--- src/rtl/pc_gen_pkg.sv ---
// Shared types and constants for the fetch-stage program-counter generator.
package pc_pkg;

  typedef enum logic [1:0] {BOOT, RUN, PEND, HALT} pc_state_e;

  localparam int INST_BYTES = 4;
  localparam int ALIGN_BITS = 2;

endpackage

--- src/rtl/pc_gen_if.sv ---
// Fetch request channel between pc_gen and instruction memory, plus the redirect
// path from pc_add2 and the sticky misaligned-redirect error.
interface pc_gen_if #(parameter int DATAWIDTH = 32);

  logic                 redirect_i;
  logic [DATAWIDTH-1:0] redirect_target_i;
  logic                 if_ready_i;
  logic                 if_valid_o;
  logic [DATAWIDTH-1:0] if_pc_o;
  logic                 err_o;

  modport master (
    input  redirect_i,
    input  redirect_target_i,
    input  if_ready_i,
    output if_valid_o,
    output if_pc_o,
    output err_o
  );

  modport slave (
    output redirect_i,
    output redirect_target_i,
    output if_ready_i,
    input  if_valid_o,
    input  if_pc_o,
    input  err_o
  );

endinterface

--- src/rtl/pc_gen_adder.sv ---
// Plain modulo-2^DATAWIDTH adder, used here as the sequential PC incrementer.
module adder #(
  parameter int DATAWIDTH = 32
) (
  input  logic [DATAWIDTH-1:0] A,
  input  logic [DATAWIDTH-1:0] B,
  output logic [DATAWIDTH-1:0] Result
);

  assign Result = A + B;

endmodule

--- src/rtl/pc_gen.sv ---
// Fetch-stage PC generator: holds the fetch PC, offers it over valid/ready,
// advances on accept and redirects to targets supplied by pc_add2.
module pc_gen
  import pc_pkg::*;
#(
  parameter int                   DATAWIDTH = 32,
  parameter logic [DATAWIDTH-1:0] RESET_PC  = '0
) (
  input logic        clk,
  input logic        rst,
  pc_gen_if.master   bus
);

  pc_state_e            state_q, state_d;
  logic [DATAWIDTH-1:0] pc_q, pc_d;
  logic [DATAWIDTH-1:0] pend_q, pend_d;
  logic [DATAWIDTH-1:0] pc_inc;
  logic                 valid;
  logic                 accept;
  logic                 misaligned;

  adder #(.DATAWIDTH(DATAWIDTH)) u_inc (
    .A      (pc_q),
    .B      (DATAWIDTH'(INST_BYTES)),
    .Result (pc_inc)
  );

  // Outputs decode registered state only, so nothing from the inputs reaches them.
  assign valid          = (state_q == RUN) || (state_q == PEND);
  assign bus.if_valid_o = valid;
  assign bus.if_pc_o    = pc_q;
  assign bus.err_o      = (state_q == HALT);

  assign accept     = valid & bus.if_ready_i;
  assign misaligned = bus.redirect_i &
                      (bus.redirect_target_i[ALIGN_BITS-1:0] != '0);

  always_ff @(posedge clk or posedge rst) begin
    if (rst) begin
      state_q <= BOOT;
      pc_q    <= RESET_PC;
      pend_q  <= '0;
    end else begin
      state_q <= state_d;
      pc_q    <= pc_d;
      pend_q  <= pend_d;
    end
  end

  always_comb begin
    state_d = state_q;
    pc_d    = pc_q;
    pend_d  = pend_q;
    unique case (state_q)
      BOOT: state_d = RUN;
      RUN: begin
        if (misaligned) begin
          state_d = HALT;
        end else if (bus.redirect_i && accept) begin
          pc_d = bus.redirect_target_i;
        end else if (bus.redirect_i) begin
          // Request is outstanding, so the PC must hold; park the target.
          pend_d  = bus.redirect_target_i;
          state_d = PEND;
        end else if (accept) begin
          pc_d = pc_inc;
        end
      end
      PEND: begin
        if (misaligned) begin
          state_d = HALT;
        end else begin
          if (bus.redirect_i) begin
            pend_d = bus.redirect_target_i;
          end
          if (accept) begin
            pc_d    = bus.redirect_i ? bus.redirect_target_i : pend_q;
            state_d = RUN;
          end
        end
      end
      HALT: state_d = HALT;
      default: state_d = BOOT;
    endcase
  end

endmodule
--- src/flat_wrapper.sv ---
// flat-port wrapper written by rule: the top's interface ports become plain ports
module pc_gen_flat import pc_pkg::*;
#(
  parameter int                   DATAWIDTH = 32,
  parameter logic [DATAWIDTH-1:0] RESET_PC  = '0
)
  (clk, rst, bus_redirect_i, bus_redirect_target_i, bus_if_ready_i, bus_if_valid_o, bus_if_pc_o, bus_err_o);
  pc_gen_if #(.DATAWIDTH(DATAWIDTH)) bus_i ();
  input logic clk;
  input logic rst;
  input wire logic [$bits(bus_i.redirect_i)-1:0] bus_redirect_i;
  input wire logic [$bits(bus_i.redirect_target_i)-1:0] bus_redirect_target_i;
  input wire logic [$bits(bus_i.if_ready_i)-1:0] bus_if_ready_i;
  output wire logic [$bits(bus_i.if_valid_o)-1:0] bus_if_valid_o;
  output wire logic [$bits(bus_i.if_pc_o)-1:0] bus_if_pc_o;
  output wire logic [$bits(bus_i.err_o)-1:0] bus_err_o;
  assign bus_i.redirect_i = bus_redirect_i;
  assign bus_i.redirect_target_i = bus_redirect_target_i;
  assign bus_i.if_ready_i = bus_if_ready_i;
  assign bus_if_valid_o = bus_i.if_valid_o;
  assign bus_if_pc_o = bus_i.if_pc_o;
  assign bus_err_o = bus_i.err_o;
  pc_gen #(.DATAWIDTH(DATAWIDTH), .RESET_PC(RESET_PC)) u_core (.clk(clk), .rst(rst), .bus(bus_i));
endmodule
--- config.mk ---
export PLATFORM = sky130hd
export DESIGN_NAME = pc_gen_flat
export DESIGN_NICKNAME = d
export VERILOG_FILES = /design/src/rtl/pc_gen_pkg.sv /design/src/rtl/pc_gen_if.sv /design/src/rtl/pc_gen_adder.sv /design/src/rtl/pc_gen.sv /design/src/flat_wrapper.sv
export SDC_FILE = /design/constraint.sdc
export NUM_CORES = 1
export LEC_CHECK = 0
export BUFFER_PORTS_ARGS = -buffer_cell sky130_fd_sc_hd__buf_4
export CAP_MARGIN = 15
export CORE_ASPECT_RATIO = 0.7
export CORE_MARGIN = 4
export CORE_UTILIZATION = 35
export DETAILED_ROUTE_END_ITERATION = 10
export GPL_ROUTABILITY_DRIVEN = 0
export PLACE_DENSITY = 0.56
export SYNTH_ARGS = -nofsm -noshare
export SYNTH_HDL_FRONTEND = slang
export SYNTH_SLANG_ARGS = --single-unit
export TNS_END_PERCENT = 1
--- constraint.sdc ---
create_clock -name clk -period 3.25 [get_ports clk]
set_input_delay 0.1625 -clock clk [delete_from_list [all_inputs] [get_ports clk]]
set_output_delay 0.1625 -clock clk [all_outputs]
set_load 0.03 [all_outputs]
**Yosys cells after proc, flatten, opt, wreduce, memory -nomap -nowiden**

Index checks and enable logic that the tools add are counted.

- Register bits after elaboration: 66
- Output and inout port bits: 34
- Logic and storage cells: 44

- Add/sub/neg operators: 1
- Equal/unequal tests: 12
- Mux-type cells: 18
- Bitwise logic cells: 2
- Reduce and logical (&&, ||, !) cells: 8

Operator list:

| kind | count |
|---|---|
| $mux W32 | 10 |
| $pmux W32 S2 | 2 |
| $add A32 B3 Y32 const B | 1 |
| $mux W2 | 5 |
| $ne A3 B2 Y1 const B | 3 |
| $pmux W2 S4 | 1 |
| $ne A2 B2 Y1 const B | 3 |
| $reduce_and A6 Y1 | 1 |
| $eq A2 B2 Y1 const B | 2 |
| $reduce_and A4 Y1 | 1 |
| $reduce_bool A2 Y1 | 2 |
| $ne A3 B1 Y1 const B | 1 |
| $ne A3 B3 Y1 const B | 1 |
| $reduce_and A3 Y1 | 1 |
| $and A1 B1 Y1 | 2 |
| $eq A2 B1 Y1 const B | 1 |
| $logic_not A2 Y1 | 1 |
| $ne A2 B1 Y1 const B | 1 |
| $logic_and A1 B1 Y1 | 1 |
| $logic_or A1 B1 Y1 | 1 |

**Longest topological paths before layout**

Gate-level depths: netlist of run 1.

- Depth after elaboration: 8
- Mapped depth: 10
- Depth with buffers taken out: 7

**Cells and area by module**

A second synthesis of run 1 with hierarchy kept.

- Cell total of the unflattened synthesis: 570
- Area total of the unflattened synthesis: 5255.0 µm²

By module, submodules not included:

| module | instances | cells an instance | area each (µm²) |
|---|---|---|---|
| pc_gen | 1 | 349 | 3653.5 |
| adder | 1 | 221 | 1601.5 |

**Least setup slack after synthesis of run 1**

Ideal clock, no wire load.

- Path type: register to register
- Start point: reg u_core.state_q[1]
- End point: reg u_core.pc_q[31] (netlist: u_core.bus.if_pc_o[31])
- Setup time: 0.134 ns
- Arrival: 2.051 ns
- Path slack: 1.064 ns
- Stages on the path, launching flop included: 10
- Buffers on the path: 3
- Clock period less this slack: 2.186 ns
- Path through: dfrtp_1 -> inv_1 -> ha_1 -> clkbuf_8 -> and3_1 -> clkbuf_1 -> clkbuf_1 -> nor2_1 -> o221ai_1 -> o211ai_1

- Cells in the longest elaborated chain, start to end: 7

Ends and longest elaborated chain:

| what | line | text |
|---|---|---|
| start: declaration | pc_gen.sv:14 | `pc_state_e state_q, state_d;` |
| start signal: assignment | pc_gen.sv:44 | `state_q <= state_d;` |
| $eq A2 B1 Y1 or $eq A2 B2 Y1 (tied branches) | pc_gen.sv:29 | `assign valid = (state_q == RUN) \|\| (state_q == PEND);` |
| $logic_or A1 B1 Y1 * | pc_gen.sv:29 |  |
| net bus_if_valid_o | flat_wrapper.sv:14 | `output wire logic [$bits(bus_i.if_valid_o)-1:0] bus_if_valid_o;` |
| $and A1 B1 Y1 * | pc_gen.sv:34 | `assign accept = valid & bus.if_ready_i;` |
| $logic_and A1 B1 Y1 | pc_gen.sv:59 | `end else if (bus.redirect_i && accept) begin` |
| $mux W32 | pc_gen.sv:59 |  |
| $mux W32 | pc_gen.sv:57 | `if (misaligned) begin` |
| $pmux W32 S2 | pc_gen.sv:54 | `unique case (state_q)` |
| end signal: assignment | pc_gen.sv:45 | `pc_q <= pc_d;` |
| end: declaration | pc_gen.sv:15 | `logic [DATAWIDTH-1:0] pc_q, pc_d;` |

The timed path passes the listed nets; every way through them passes the cells marked *. The select of a mux whose other input is x is not followed.
A chain may end at the register's enable or synchronous reset.

**Worst setup path in the final report of run 1**

- Start point: reg u_core.state_q[0]
- End point: reg u_core.pend_q[16]

- Cells in the longest elaborated chain, start to end: 6

Ends and longest elaborated chain:

| what | line | text |
|---|---|---|
| $eq A2 B1 Y1 or $eq A2 B2 Y1 (tied branches) | pc_gen.sv:29, pc_gen.sv:54 |  |
| $logic_or A1 B1 Y1 | pc_gen.sv:29 |  |
| $and A1 B1 Y1 | pc_gen.sv:34 |  |
| $logic_and A1 B1 Y1 | pc_gen.sv:59 |  |
| $ne A2 B2 Y1 (no line) | - |  |
| $reduce_and A4 Y1 (no line) | - |  |
| end signal: assignment | pc_gen.sv:46 | `pend_q <= pend_d;` |
| end: declaration | pc_gen.sv:16 | `logic [DATAWIDTH-1:0] pend_q, pend_d;` |

Several ways; a longest one is shown, not always the timed one.

==> results of run 1 <==
-- registers in the layout, indices dropped and copies added, names as in the netlist --
| signal | cells |
|---|---|
| u_core.state_q | 2 |
| u_core.pend_q | 32 |
| u_core.bus.if_pc_o | 32 |
-- worst reg2reg max path, cell delays in order, from the launching register on --
cell and delay (ns):
dfrtp_1 0.41, inv_1 0.12, ha_1 0.28, inv_1 0.09
nor2_1 0.20, o22ai_1 0.12, nand3_1 0.42, buf_12 0.26
mux2_2 0.38
-- metrics by stage --
step                      hold WS, ns  util (%)
after CTS                      0.0739      44.0
after floorplan                 0.313         -
after global routing           0.0790      44.3
after global placement          0.415      41.5
after detailed placement        0.420      41.5
final                          0.0823      44.3
-- power groups by stage --
stage	registers, uW	logic (uW)	clock network (uW)
after floorplan	1870	1870	0
after global placement	1630	2900	0
after detailed placement	1650	2960	0
after CTS	1640	2960	1010
after global routing	1710	3240	1050
final	1640	2960	991
-- worst paths after layout --
kind                                           from                      to
setup reg to reg                  u_core.state_q[0]       u_core.pend_q[16]
setup / recovery                  u_core.state_q[0]       u_core.pend_q[16]
hold reg to reg                   u_core.pend_q[22]       u_core.pend_q[22]
hold / removal             bus_redirect_target_i[5]        u_core.pend_q[5]
max in group asynchronous                       rst  u_core.bus.if_pc_o[27]
min in group asynchronous                       rst        u_core.pend_q[4]
-- layout make-up --
type / instances / share of cell area (%)
Inverter: 8 / 0.576
Sequential cell: 66 / 31.7
Multi-Input combinational cell: 336 / 45.6
Clock inverter: 2 / 0.672
Timing Repair Buffer: 84 / 12.6
Tap cell: 157 / 3.77
Clock buffer: 14 / 5.06
-- per-layer routing --
metal / track usage [%] / part of all wire, %
met3: 4.86 / 7.5
met4: 3.76 / 1.2
met1: 27.1 / 49
met5: 0 / 0
met2: 27.1 / 43
-- layout by cell type (no fill, tap or decap), types with 4 or more instances in the layout --
cell	Yosys	final
a21oi_1	30	30
a31o_2	4	4
a31oi_1	7	7
a41oi_1	8	8
and3_1	5	5
buf_4	1	81
clkbuf_16	0	9
dfrtp_1	66	66
ha_1	5	5
inv_1	8	7
mux2_2	40	40
mux2i_1	23	23
nand2_1	38	38
nand3_1	17	17
nand4_1	5	5
nor2_1	37	37
nor3_1	7	7
o21ai_0	38	38
o22ai_1	5	5
o31ai_1	7	7
-- cell families (layout without fill, tap and decap cells) --
| family | Yosys count | after routing |
|---|---|---|
| flip-flops | 66 | 66 |
| AO/OA/AOI/OAI | 132 | 132 |
| buffers and inverters | 39 | 108 |
| multiplexers | 63 | 63 |
| AND/OR/NAND/NOR | 132 | 132 |
| adder cells (fa/ha/maj) | 5 | 5 |
| XOR/XNOR | 4 | 4 |
-- repair_timing --
item | in CTS | in global routing
hold endpoints to repair | 0 | 17
setup endpoints to repair | 0 | 0
hold buffers | 0 | 1
==> results.yml, run 1 <==
power_and_ir_drop:
  p_sw_share_pct: 45.3
  ir_worst_vdd_v: 0.000436
  powerDensity_mw_per_mm2: 1070
  power_leakage_uw: 0.00222
  pwr-share-seq_pct: 29.4
  cellInternalPower_uw: 3060
  clockPowerShare_pct: 17.7
  finalPower_uw: 5590
  p_comb_share_pct: 52.9
  switchingPower_uw: 2530
clocking:
  cts-htree-levels: 3
  clockBufferDepth: 2
  worst_skew_pair.late_latency_ns: 0.33
  cts_root_buf: "clkbuf_16"
  cts.clk_slew.worst_paths_ns: 0.05
  cts_tree: "yes"
  cts_buffers: 9
  postCtsSetupBuffers: 0
  clock_sinks: 66
  cts_resized: 0
logic_synthesis:
  yosys-top-cells-count: "dfrtp_1, mux2_2, nand2_1, o21ai_0, nor2_1"
  synth_top_area_share_pct: 39.0
  synth_top_family_by_area: "compound AO/OA/AOI/OAI gates"
  yosysSeqAreaShare_pct: 39.0
  synthXorXnorAreaFrac_pct: 0.828
  synth.net_count: 482
  synth_cells: 441
  synth_ff_type: "dfrtp_1"
  ys_seq_elements: 66
  ys_types: 62
  synthMuxAreaShare_pct: 16.1
  async_flop_share_pct: 100
  synthSimpleGateAreaFrac_pct: 17.1
  synth.most_common_cell: "dfrtp_1"
  ys.warnings.count: 0
  synth_edf_count: 0
  synth-compound-area-share_pct: 20.6
  synth_area_leader_cell: "dfrtp_1"
  synth_area_sq_mm: 0.00423
  synth_fa_ha_area_share_pct: 1.48
  synthTopCellsByArea: "dfrtp_1, mux2_2, mux2i_1"
  avgSynthCellArea_sq_um: 9.60
setup_path:
  rr_worst_depth: 8
  crit_path_frequent_cell: "inv_1"
  end_kind: "register"
  crit_arrival_ns: 2.62
  worstSetupPathType: "reg -> reg"
  r2r_slack_ns: 0.84
  critPathLaunchType: "register"
  crit_buf_inv: 3
  critical-path-top-delay-family: "simple AND/OR/NAND/NOR gates"
  cpPeakStageDelay_ns: 0.42
  cp_num_cells: 8
  crit_required_ns: 3.46
  crit_path_top_delay_cell: "nand3_1"
  path_cells: "inv_1 > ha_1 > inv_1 > nor2_1 > o22ai_1 > nand3_1 > buf_12 > mux2_2"
  crit_fanout: 22
drt:
  dr.pass1.iters: 4
  wl_per_cell_um: 18.7
  antenna_left: 0
  drc: 0
  num_vias: 3808
  via_per_inst: 5.71
  routed_wl_mm: 12.5
  drtIter0Drc: 248
finish:
  diodes: 0
  syn2layout_area_growth_pct: 23.2
  fill_cells: 1165
  multiInputGateArea_sq_mm: 0.00238
  drive_gt1_share_pct: 31.0
  num-nets-final: 546
  final_area_sq_mm: 0.00521
  seqCellArea_sq_mm: 0.00165
  final_cells: 667
placed_design:
  post_dp_cell_area_sq_mm: 0.00488
  hpwl_mm: 8.73
  numPortBuffers: 69
  dp_cells: 649
  dp_slack_ns: 0.869
timing:
  tightest_slew_ns: 0.899
  rsz0062_at_grt: "false"
  relSlewSlack_pct: 39.8
  finClkSkew_ns: 0.00575
  final_max_slew_viol_count: 0
  timing.final.crit_share_pct: 74.1
  setup_viol: 0
  max_freq_mhz: 415
  setup_ws_ns: 0.843
  finalHoldViolations: 0
  finalCriticalPeriod_ns: 2.41
  fin_setup_tns_ns: 0
hold_path:
  hp-class: "in -> reg"
  hold_path_depth: 2
die:
  dieArea_sq_mm: 0.0139
  fp.dieH_um: 100
  placementRows: 33
  fp.coreArea_sq_mm: 0.0118
  io-pin-count: 70
  start_util_pct: 36.0
  die_w_um: 139
global_routing:
  grt_usage_pct: 18.3
  grt_pass1_vias: 3640
  grt_pass1_wl_mm: 20.3
  grt_max_degree: 47
  antenna_found_initial: 0
  gr-total-overflow: 0
outcome:
  status: "finished, final reports clean"
job:
  maxCapViolCount: 0
Note: power is estimated with default switching activity, not from simulation.
==> run 2: changes to the inputs <==
==> constraint.sdc (replaced) <==
create_clock -name clk -period 2.5 [get_ports clk]
set_input_delay 0.125 -clock clk [delete_from_list [all_inputs] [get_ports clk]]
set_output_delay 0.125 -clock clk [all_outputs]
set_load 0.03 [all_outputs]
==> run 2 against run 1 <==
Effect of this change: via count up 0.24%; routed wire length down 1.4%; clock power up 16%; setup slack worse by 0.58 ns; register-to-register slack worse by 0.58 ns; sequential power up 30%; non-clock buffer count up 5; maximum frequency up 7.4%; worst hold slack worse by 0.042 ns; cell area down 0.34%; die area unchanged; sequential share of layout area up 0.11 points; highest routed layer unchanged.
==> results.yml, run 2 (same netlist as run 1, synthesis figures left out) <==
hold_path:
  hold_end: "u_core.pend_q[28]"
  min_from: "bus_redirect_target_i[28]"
  hp-class: "in -> reg"
  hold_path_depth: 2
finish:
  multiInputGateArea_sq_mm: 0.00238
  fill_cells: 1136
  seqCellArea_sq_mm: 0.00165
  diodes: 0
  layout_common_cells: "buf_4, dfrtp_1, mux2_2, nand2_1, o21ai_0"
  final_cells: 670
  num-nets-final: 551
  final_common_cell: "buf_4"
  drive_gt1_share_pct: 32.2
  syn2layout_area_growth_pct: 22.8
drt:
  antenna_left: 0
  via_per_inst: 5.70
  num_vias: 3817
  wl_per_cell_um: 18.4
  drtIter0Drc: 217
  drc: 0
  dr.pass1.iters: 5
  routed_wl_mm: 12.3
clocking:
  cts.clk_slew.worst_paths_ns: 0.05
  cts_buffers: 9
  clock_sinks: 66
  postCtsSetupBuffers: 0
  cts_tree: "yes"
  worst_skew_pair.late_latency_ns: 0.33
  cts_resized: 0
  clockBufferDepth: 2
  postCtsHoldBufs: 0
  cts_root_buf: "clkbuf_16"
  cts-htree-levels: 3
setup_path:
  r2r-end: "u_core.pend_q[24]"
  worstSetupPathType: "reg -> reg"
  crit_arrival_ns: 2.45
  crit_required_ns: 2.71
  reg2reg_from: "u_core.state_q[0]"
  end_kind: "register"
  r2r_slack_ns: 0.26
  crit_fanout: 22
  rr_worst_depth: 8
  critPathLaunchType: "register"
die:
  fp.dieH_um: 100
  die_w_um: 139
  io-pin-count: 70
  fp.coreArea_sq_mm: 0.0118
  placementRows: 33
  dieArea_sq_mm: 0.0139
  start_util_pct: 36.0
power_and_ir_drop:
  finalPower_uw: 7260
  ir_worst_vdd_v: 0.000618
  power_leakage_uw: 0.00223
  powerDensity_mw_per_mm2: 1400
global_routing:
  gr-total-overflow: 0
  grt_usage_pct: 17.9
  grt_max_degree: 67
  antenna_found_initial: 0
  grt_pass1_wl_mm: 20.0
  grt_pass1_vias: 3662
timing:
  finClkSkew_ns: 0.00716
  rsz0062_at_grt: "false"
  timing.final.crit_share_pct: 89.6
  tightest_slew_ns: 0.906
  final_max_slew_viol_count: 0
  max_freq_mhz: 446
  relSlewSlack_pct: 39.6
  setup_viol: 0
  finalCriticalPeriod_ns: 2.24
  finalHoldViolations: 0
  fin_setup_tns_ns: 0
placed_design:
  dp_cells: 656
  numPortBuffers: 69
  hpwl_mm: 8.58
outcome:
  status: "finished, final reports clean"
job:
  maxCapViolCount: 0
[run 2: layer usage]
layer	vias up	track usage, %	routed length [um]	part of all wire [%]
met5	-	0	0	0
met4	0	4.74	167	1.4
met3	17	4.57	904	7.3
met2	141	26.9	5300	43
met1	1857	25.8	5930	48
li1	1802	-	-	-
[run 2: how the worst max path moves through the flow]
stage,startpoint,end,slack [ns],cells past startpoint
2_1_floorplan,u_core.state_q[1],u_core.bus.if_pc_o[31],0.31,9
3_3_place_gp,u_core.state_q[1],u_core.bus.if_pc_o[14],0.29,7
3_5_place_dp,u_core.state_q[0],u_core.bus.if_pc_o[14],0.27,7
4_1_cts,u_core.state_q[0],u_core.bus.if_pc_o[14],0.24,7
5_1_grt,u_core.state_q[1],u_core.bus.if_pc_o[14],0.07,7
6_report,u_core.state_q[0],u_core.pend_q[24],0.26,8
[run 2: area by class of cell]
cell class / count / share of cell area (%)
Tap cell: 157 / 3.78
Timing Repair Buffer: 89 / 13.1
Clock buffer: 10 / 4.60
Inverter: 8 / 0.578
Sequential cell: 66 / 31.8
Clock inverter: 4 / 0.385
Multi-Input combinational cell: 336 / 45.8
[run 2: report_power, final]
part / switching (uW) / internal (uW)
combinational: 2320 / 1660
clock: 469 / 679
sequential: 528 / 1600
total: 3320 / 3940
[run 2: critical path: stages, from the launching register on]
cell	delay, ns
dfrtp_1	0.41
inv_1	0.11
ha_1	0.33
inv_1	0.10
nor2_1	0.21
o22ai_1	0.12
nand3_1	0.12
buf_4	0.34
mux2_2	0.38
[run 2: stage by stage]
step	setup slack [ns]	utilization (%)	cell area, sq um	hold WS, ns
finish	0.259	44.1	5190	0.0398
global route	0.0728	44.1	5190	0.0355
CTS	0.243	44.1	5190	0.0315
detailed placement	0.270	41.9	4940	0.379
global placement	0.294	41.9	4940	0.376
floorplan	0.314	-	4230	0.275
